<file path="config.mk">
export PLATFORM = sky130hd
export DESIGN_NAME = exposure_sequencer
export DESIGN_NICKNAME = d
export VERILOG_FILES = /design/src/rtl/exposure_sequencer.sv
export SDC_FILE = /design/constraint.sdc
export NUM_CORES = 1
export LEC_CHECK = 0
export CORE_ASPECT_RATIO = 1.1
export CORE_MARGIN = 1
export CORE_UTILIZATION = 46
export DETAILED_ROUTE_END_ITERATION = 10
export GPL_TIMING_DRIVEN = 0
export PLACE_DENSITY = 0.76
export SLEW_MARGIN = 25
export SYNTH_ARGS = -nofsm -noshare
export SYNTH_HDL_FRONTEND = slang
export SYNTH_SLANG_ARGS = --single-unit
</file>
<file path="constraint.sdc">
create_clock -name aclk -period 8.5 [get_ports aclk]
set_clock_uncertainty 0.2 [all_clocks]
set_input_delay 1.275 -clock aclk [delete_from_list [all_inputs] [get_ports aclk]]
set_output_delay 1.275 -clock aclk [all_outputs]
set_load 0.01 [all_outputs]
</file>
<file path="src/rtl/exposure_sequencer.sv">
// -----------------------------------------------------------------------------
// exposure_sequencer
//
// Per-frame exposure scheduler placed in front of the frame timing controller.
// A small table of exposure profiles (three exposure times plus a strobe width
// per entry) is stepped through one entry per exposure for HDR bracketing.
// The configuration outputs only change while no exposure is in progress.
// Outside sequencing the static register values are passed through.
//
// Ports:
//   aclk, aresetn         clock, asynchronous active-low reset
//   cfg_wr_en/addr/data   table write port; addr = {entry, word}, word 0..2 =
//                         exposure 0..2, word 3 = strobe width
//   seq_enable            level: 1 = sequence the table, 0 = static values
//   seq_oneshot           stop after one pass (latched when a sequence starts)
//   seq_length            entries in use (0 -> 1, above DEPTH -> DEPTH)
//   static_*              values driven while idle
//   exposure_active       exposure-in-progress level from the timing controller
//   exp_0/1/2, strobe_width  registered configuration to the timing controller
//   seq_index             entry currently presented
//   seq_busy              sequencer not idle
//   seq_wrap              1-cycle pulse when the index wraps to 0
//   seq_done              1-cycle pulse when a one-shot pass completes
//   pass_count            completed passes since enable (wraps mod 2^16)
// -----------------------------------------------------------------------------
module exposure_sequencer #(
    parameter int DEPTH = 8,
    parameter int AW    = $clog2(DEPTH)
) (
    input  logic          aclk,
    input  logic          aresetn,
    input  logic          cfg_wr_en,
    input  logic [AW+1:0] cfg_wr_addr,
    input  logic [31:0]   cfg_wr_data,
    input  logic          seq_enable,
    input  logic          seq_oneshot,
    input  logic [AW:0]   seq_length,
    input  logic [31:0]   static_exp0,
    input  logic [31:0]   static_exp1,
    input  logic [31:0]   static_exp2,
    input  logic [31:0]   static_strobe_width,
    input  logic          exposure_active,
    output logic [31:0]   exp_0,
    output logic [31:0]   exp_1,
    output logic [31:0]   exp_2,
    output logic [31:0]   strobe_width,
    output logic [AW-1:0] seq_index,
    output logic          seq_busy,
    output logic          seq_wrap,
    output logic          seq_done,
    output logic [15:0]   pass_count
);

    localparam logic [AW:0] LEN_MAX = (AW+1)'(DEPTH);
    localparam logic [AW:0] LEN_ONE = (AW+1)'(1);

    typedef enum logic [1:0] {
        S_IDLE,
        S_LOAD,
        S_ARMED,
        S_RUN
    } state_t;

    state_t        state_q, state_nx;

    logic [31:0]   table_mem [DEPTH*4];

    logic          exp_q;       // exposure_active delayed by one cycle
    logic          rise, fall;
    logic [AW-1:0] index_q;     // entry to be loaded next
    logic [AW:0]   len_q;       // effective length sampled at the last LOAD
    logic [AW:0]   len_eff;
    logic          oneshot_q;
    logic          done_q;      // one-shot pass finished, leave on next fall
    logic          is_last;

    logic          start, load_static, load_entry, advance, finish;

    assign rise     = exposure_active & ~exp_q;
    assign fall     = ~exposure_active & exp_q;
    assign seq_busy = (state_q != S_IDLE);

    // Comparing with >= also catches an index left beyond a newly shortened
    // length, which then wraps to 0 like a normal end of pass.
    assign is_last  = ({1'b0, index_q} >= (len_q - LEN_ONE));

    always_comb begin
        len_eff = seq_length;
        if (seq_length == '0) begin
            len_eff = LEN_ONE;
        end else if (seq_length > LEN_MAX) begin
            len_eff = LEN_MAX;
        end
    end

    // NOTE: the profile table has no reset; a memory array under reset cannot
    // map onto RAM, and its contents are only meaningful once software writes them.
    always_ff @(posedge aclk) begin
        if (cfg_wr_en) begin
            table_mem[cfg_wr_addr] <= cfg_wr_data;
        end
    end

    always_ff @(posedge aclk or negedge aresetn) begin
        if (!aresetn) begin
            state_q <= S_IDLE;
        end else begin
            state_q <= state_nx;
        end
    end

    // NOTE: every output of this block gets a default before the case so that
    // no path leaves a signal unassigned and no latch is inferred.
    always_comb begin
        state_nx   = state_q;
        start      = 1'b0;
        load_entry = 1'b0;
        advance    = 1'b0;
        finish     = 1'b0;
        case (state_q)
            S_IDLE: begin
                if (seq_enable && !exposure_active) begin
                    start    = 1'b1;
                    state_nx = S_LOAD;
                end
            end
            S_LOAD: begin
                // Hold off presenting a new entry until no exposure is running.
                if (!exposure_active) begin
                    load_entry = 1'b1;
                    state_nx   = S_ARMED;
                end
            end
            S_ARMED: begin
                if (!seq_enable) begin
                    state_nx = S_IDLE;
                end else if (rise) begin
                    advance  = 1'b1;
                    state_nx = S_RUN;
                end
            end
            S_RUN: begin
                if (fall) begin
                    if (done_q) begin
                        finish   = 1'b1;
                        state_nx = S_IDLE;
                    end else if (!seq_enable) begin
                        state_nx = S_IDLE;
                    end else begin
                        state_nx = S_LOAD;
                    end
                end
            end
            default: state_nx = S_IDLE;
        endcase
    end

    // Static values are loaded on the edge that enters or stays in IDLE, so
    // they appear the cycle after leaving a sequence, but never mid-exposure.
    assign load_static = (state_nx == S_IDLE) && !exposure_active;

    // NOTE: all state here uses non-blocking assignments so every register
    // samples pre-edge values, independent of statement order.
    always_ff @(posedge aclk or negedge aresetn) begin
        if (!aresetn) begin
            exp_q        <= 1'b0;
            index_q      <= '0;
            len_q        <= '0;
            oneshot_q    <= 1'b0;
            done_q       <= 1'b0;
            exp_0        <= '0;
            exp_1        <= '0;
            exp_2        <= '0;
            strobe_width <= '0;
            seq_index    <= '0;
            seq_wrap     <= 1'b0;
            seq_done     <= 1'b0;
            pass_count   <= '0;
        end else begin
            exp_q    <= exposure_active;
            seq_wrap <= 1'b0;
            seq_done <= 1'b0;

            if (start) begin
                index_q    <= '0;
                pass_count <= '0;
                oneshot_q  <= seq_oneshot;
                done_q     <= 1'b0;
            end

            if (load_static) begin
                exp_0        <= static_exp0;
                exp_1        <= static_exp1;
                exp_2        <= static_exp2;
                strobe_width <= static_strobe_width;
                seq_index    <= '0;
            end

            // Registered table read: a write to the same entry on this edge is
            // not visible until that entry is loaded again.
            if (load_entry) begin
                exp_0        <= table_mem[{index_q, 2'd0}];
                exp_1        <= table_mem[{index_q, 2'd1}];
                exp_2        <= table_mem[{index_q, 2'd2}];
                strobe_width <= table_mem[{index_q, 2'd3}];
                seq_index    <= index_q;
                len_q        <= len_eff;
            end

            if (advance) begin
                if (is_last) begin
                    index_q    <= '0;
                    seq_wrap   <= 1'b1;
                    pass_count <= pass_count + 16'd1;
                    if (oneshot_q) begin
                        done_q <= 1'b1;
                    end
                end else begin
                    index_q <= index_q + 1'b1;
                end
            end

            if (finish) begin
                seq_done <= 1'b1;
                done_q   <= 1'b0;
            end
        end
    end

endmodule

</file>
Word level (Yosys, flattened, before mapping):

Memories as Yosys holds them, arrays and structs flattened.
Index checks and enable logic that the tools add are counted.

* register bits: 161
* memory bits (writable): 1024
* output and inout port bits: 150
* memories: 1

Memory list
* table_mem: depth 32, bits a word 32, read ports 4, clocked after Yosys merged registers in 0, write ports 1, RTL line 66 `logic [31:0] table_mem [DEPTH*4];`

* add/subtract/negate cells: 3
* order comparisons: 2
* equal/unequal tests: 3
* multiplexer cells: 46
* bitwise operators: 4
* reduce and logical (&&, ||, !) cells: 9

Operators by type and width (number)
* two-way mux 32 bit: 8
* two-way mux 16 bit: 3
* two-way mux 1 bit: 22
* adder 16 x 1 -> 16 bit (second input constant): 1
* two-way mux 3 bit: 5
* two-way mux 2 bit: 5
* two-way mux 4 bit: 2
* one-hot mux 2 bit (4 select lines): 1
* nonzero test 2 bit: 3
* == test 2 bit (second input constant): 2
* >= comparator 3 x 4 -> 1 bit: 1
* > comparator 4 bit (second input constant): 1
* logical NOT 2 bit: 2
* logical NOT 4 bit: 1
* subtractor 4 x 1 -> 4 bit (second input constant): 1
* adder 3 x 1 -> 3 bit (second input constant): 1
* bitwise AND 1 bit: 2
* == test 2 x 1 -> 1 bit (second input constant): 1
* logical AND 1 bit: 2
* inverter 1 bit: 2
* logical NOT 1 bit: 1

Logic depth before layout (Yosys ltp):

* depth in word-level cells: 9
* gate-level depth with buffers: 12
* depth with buffers taken out: 10

Worst setup path before layout:

OpenSTA, ideal clock, no wires.

* path type: input port to flip-flop
* start: in cfg_wr_addr[1]
* end: mem table_mem[12][0] (enable)
* library setup time: 0.421 ns
* arrival time: 3.288 ns
* data required time: 7.879 ns
* slack: 4.591 ns
* cell stages on the path: 3
* cells stage by stage: or3b_2 > clkbuf_1 > nor2_1

RTL lines
* start, declared: RTL line 33 `input logic [AW+1:0] cfg_wr_addr,`
* end, declared: RTL line 66

Straight into the memory's write port.

Final worst setup path:

* start: reg index_q[0]
* end: reg pass_count[8]

* word-level cells in the longest chain between the ends: 3

RTL lines
* start, declared: RTL line 70 `logic [AW-1:0] index_q;`
* start signal, assigned: RTL line 219 `index_q <= index_q + 1'b1;`
* >= comparator 3 x 4 -> 1 bit: RTL line 85 `assign is_last = ({1'b0, index_q} >= (len_q - LEN_ONE));`
* two-way mux 16 bit: RTL line 211 `if (is_last) begin`
* two-way mux 16 bit: RTL line 210 `if (advance) begin`
* end signal, assigned: RTL line 214 `pass_count <= pass_count + 16'd1;`
* end, declared: RTL line 51 `output logic [15:0] pass_count`

Every way passes these cells.
A chain may end at the register's enable or synchronous reset.

==> impl_metrics.csv <==
group,metric,value,unit
clocking,htree_levels,3,
critical_path,crit_cells,12,
timing,finalSetupViolCount,0,
drt,wl,127000,um
timing,slew_headroom,26.5,%
floorplanning,die_y,334,um
floorplanning,die_w,304,um
critical_path,worstPathMaxFanout,10,
logic_synthesis,synthTopCellsByCount,"edfxtp_1, mux2i_1, dfrtp_1",
critical_path,cp_slowest_cell,"clkbuf_1",
clocking,cts_tree,"done",
logic_synthesis,yosys_warnings,0,
logic_synthesis,netlist_instances,2563,
critical_path,worst_setup_path_start_kind,"flip-flop",
logic_synthesis,synth_top_cell_by_area,"edfxtp_1",
drt,first_pass_iters,6,
logic_synthesis,synthArstFlopShare,13.6,%
floorplanning,num_io_pins,325,
timing,final_hold_viol_count,0,
logic_synthesis,yosysMostFrequentCell,"edfxtp_1",
global_route,overflow,0,
critical_path,crit_top_cell,"buf_2",
critical_path,reg2reg_slack,4.69,ns
layout,fin_util,56.7,%
placement,place_ws,3.94,ns
timing,period_share,44.8,%
clocking,cts_hold_buffers,0,
job,max_cap_viol_count,0,
critical_path,startpoint,"index_q[0]",
global_route,antenna_found_initial,8,
logic_synthesis,avgSynthCellArea,18.0,um2
critical_path,cp.buffers_inverters,6,
critical_path,r2r_cells,12,
critical_path,cp.arrival,4.19,ns
status,outcome,"complete, no violations",
logic_synthesis,yosys-top-cells-area,"edfxtp_1, dfrtp_1, mux2i_1, mux2_2, a221o_1",
drt,vias,26654,
critical_path,critPathMaxStageDelay,0.49,ns
floorplanning,die_area,101000,um2
critical_path,worst-setup-path-type,"reg -> reg",
timing,tightest_slew,1.10,ns
critical_path,timing.rr.start,"index_q[0]",
drt,ant_nets,0,
layout,drive_gt1_share,17.1,%
critical_path,r2r_end,"pass_count[8]",
clocking,clock_latency,0.72,ns
timing,fmax,263,MHz
power,leakage,18.5,nW
global_route,grt_pass1_vias,26644,
critical_path,worstPathCellList,"buf_2, buf_4, buf_6, clkbuf_1, inv_1, ha_1, nor2b_1, o21ai_1, nand3_1, buf_2, o311ai_0, nand2_1",
placement,dp_hpwl,83500,um
floorplanning,start_util,46.5,%
layout,syn2layout_area_growth,21.9,%
clocking,cts_root_buffer,"clkbuf_16",
logic_synthesis,ys_ff_latch,1185,
min_path,worstHoldPathType,"in -> async",
power,p_per_area,273,nW/um2
timing,rsz0062_at_grt,"false",
logic_synthesis,synth_enable_flop_cells,1024,
logic_synthesis,synth_area,46000,um2
placement,gp_congestion,0.806,
critical_path,end_kind,"flip-flop",
layout,nNetsFinal,3234,
power,ir_worst_vdd,0.000187,V
floorplanning,num_rows,121,
clocking,clk_path_buf_depth,3,
clocking,cts_sinks,1185,
logic_synthesis,synthesis.nets,2744,
logic_synthesis,synth_ff_type,"edfxtp_1",
placement,portBuffers,324,
global_route,grt_max_degree,79,
drt,avgRoutedWirePerCell,28.6,um
drt,drc,0,
global_route,grt_usage,24.7,%
timing,holdWs,0.169,ns
timing,period_needed,3.81,ns
clocking,cts.clk_slew.worst_paths,0.06,ns
critical_path,crit_required,8.88,ns
timing,slew_violations,0,
logic_synthesis,yosysTopAreaCellShare,66.8,%
timing,fin_ws,4.69,ns
global_route,grt_pass1_wl,182000,um
clocking,post-cts-setup-buffers,0,
clocking,numCtsBuffers,114,
critical_path,crit_end,"pass_count[8]",
floorplanning,core-area,99000,um2
logic_synthesis,ys_seq_area_share,75.5,%
critical_path,crit_family,"buffers and inverters",
drt,via_per_inst,6.00,
logic_synthesis,synth_cell_types,51,
drt,first_iter_violations,2839,
clocking,cts_resized,0,
## worst min-delay path by stage
| stage | start | end | slack [ns] | depth (start not counted) |
|---|---|---|---|---|
| floorplan | oneshot_q | oneshot_q | 0.25 | 2 |
| global placement | oneshot_q | oneshot_q | 0.27 | 2 |
| detailed placement | oneshot_q | oneshot_q | 0.27 | 2 |
| CTS | aresetn | pass_count[4] | 0.14 | 1 |
| global route | aresetn | index_q[2] | 0.16 | 1 |
| finish | aresetn | index_q[2] | 0.17 | 1 |
## through the flow
step / setup TNS (ns) / area [um2] / power, mW / std cells
6_report: 0 / 56100 / 15.3 / 4443
5_1_grt: 0 / 56100 / 15.8 / 4439
4_1_cts: 0 / 56100 / 15.4 / 4439
3_5_place_dp: 0 / 52300 / 10.4 / 4228
3_3_place_gp: -176.16 / 50900 / 10.3 / 4178
2_1_floorplan: 0 / 46000 / 8.76 / 2563
## registers in the layout, summed over array words and instances (netlist names)
name	flops
len_q	4
index_q	3
seq_wrap	1
table_mem	1024
strobe_width	32
seq_index	3
exp_q	1
done_q	1
oneshot_q	1
exp_2	32
exp_1	32
state_q	2
exp_0	32
pass_count	16
seq_done	1
## cell families (layout without fill, tap and decap cells)
kind of cell / count (synthesis) / count (layout) / synth area share, %
simple gates: 259 / 259 / 3.04
mux: 452 / 452 / 10.5
xor+xnor: 3 / 3 / 0.0571
compound gates: 481 / 481 / 8.47
other cells: 0 / 4 / 0
fa+ha+maj: 6 / 6 / 0.163
buf+inv: 177 / 762 / 2.20
flops: 1185 / 1185 / 75.5
## per-layer routing
metal | vias up | wire length [um] | global-route usage [%] | part of all wire [%]
met5 | - | 55 | 0 | 0.043
met4 | 8 | 4760 | 9.82 | 3.7
met3 | 224 | 11800 | 4.84 | 9.3
met2 | 1332 | 62100 | 40.8 | 49
met1 | 13634 | 48400 | 32.1 | 38
li1 | 11456 | - | - | -
## where the power goes
part           total (mW)  switching [mW]  internal, mW
sequential           6.94           0.218          6.72
combinational        3.32            1.73          1.59
clock                5.07            2.19          2.89
## cells in the final DEF, fill, tap and decap left out, types with 18 or more instances in the layout
cell type        count
edfxtp_1          1024
clkdlybuf4s50_1    291
buf_2               73
buf_16              38
buf_12              23
clkbuf_1           109
a2111oi_0           40
clkinv_1            20
mux2_1              99
nand2_1             28
nor2_4              32
mux2i_1            194
mux2_2             159
clkbuf_16          116
a2111oi_1           20
buf_4               18
a22o_1              62
dfrtp_1            161
a221o_1            128
nor2b_1             74
a211oi_1            69
nor3_1              61
o22ai_1            130
## cell type report
type	count	area (um2)
Tap cell	1291	1620
Timing Repair Buffer	374	4370
Inverter	6	22.5
Clock inverter	64	692
Fill cell	7289	42900
Antenna cell	4	10.0
Multi-Input combinational cell	1201	10600
Clock buffer	147	3070
Sequential cell	1185	34800
Buffer	171	993
(Power assumes the default switching activity.)
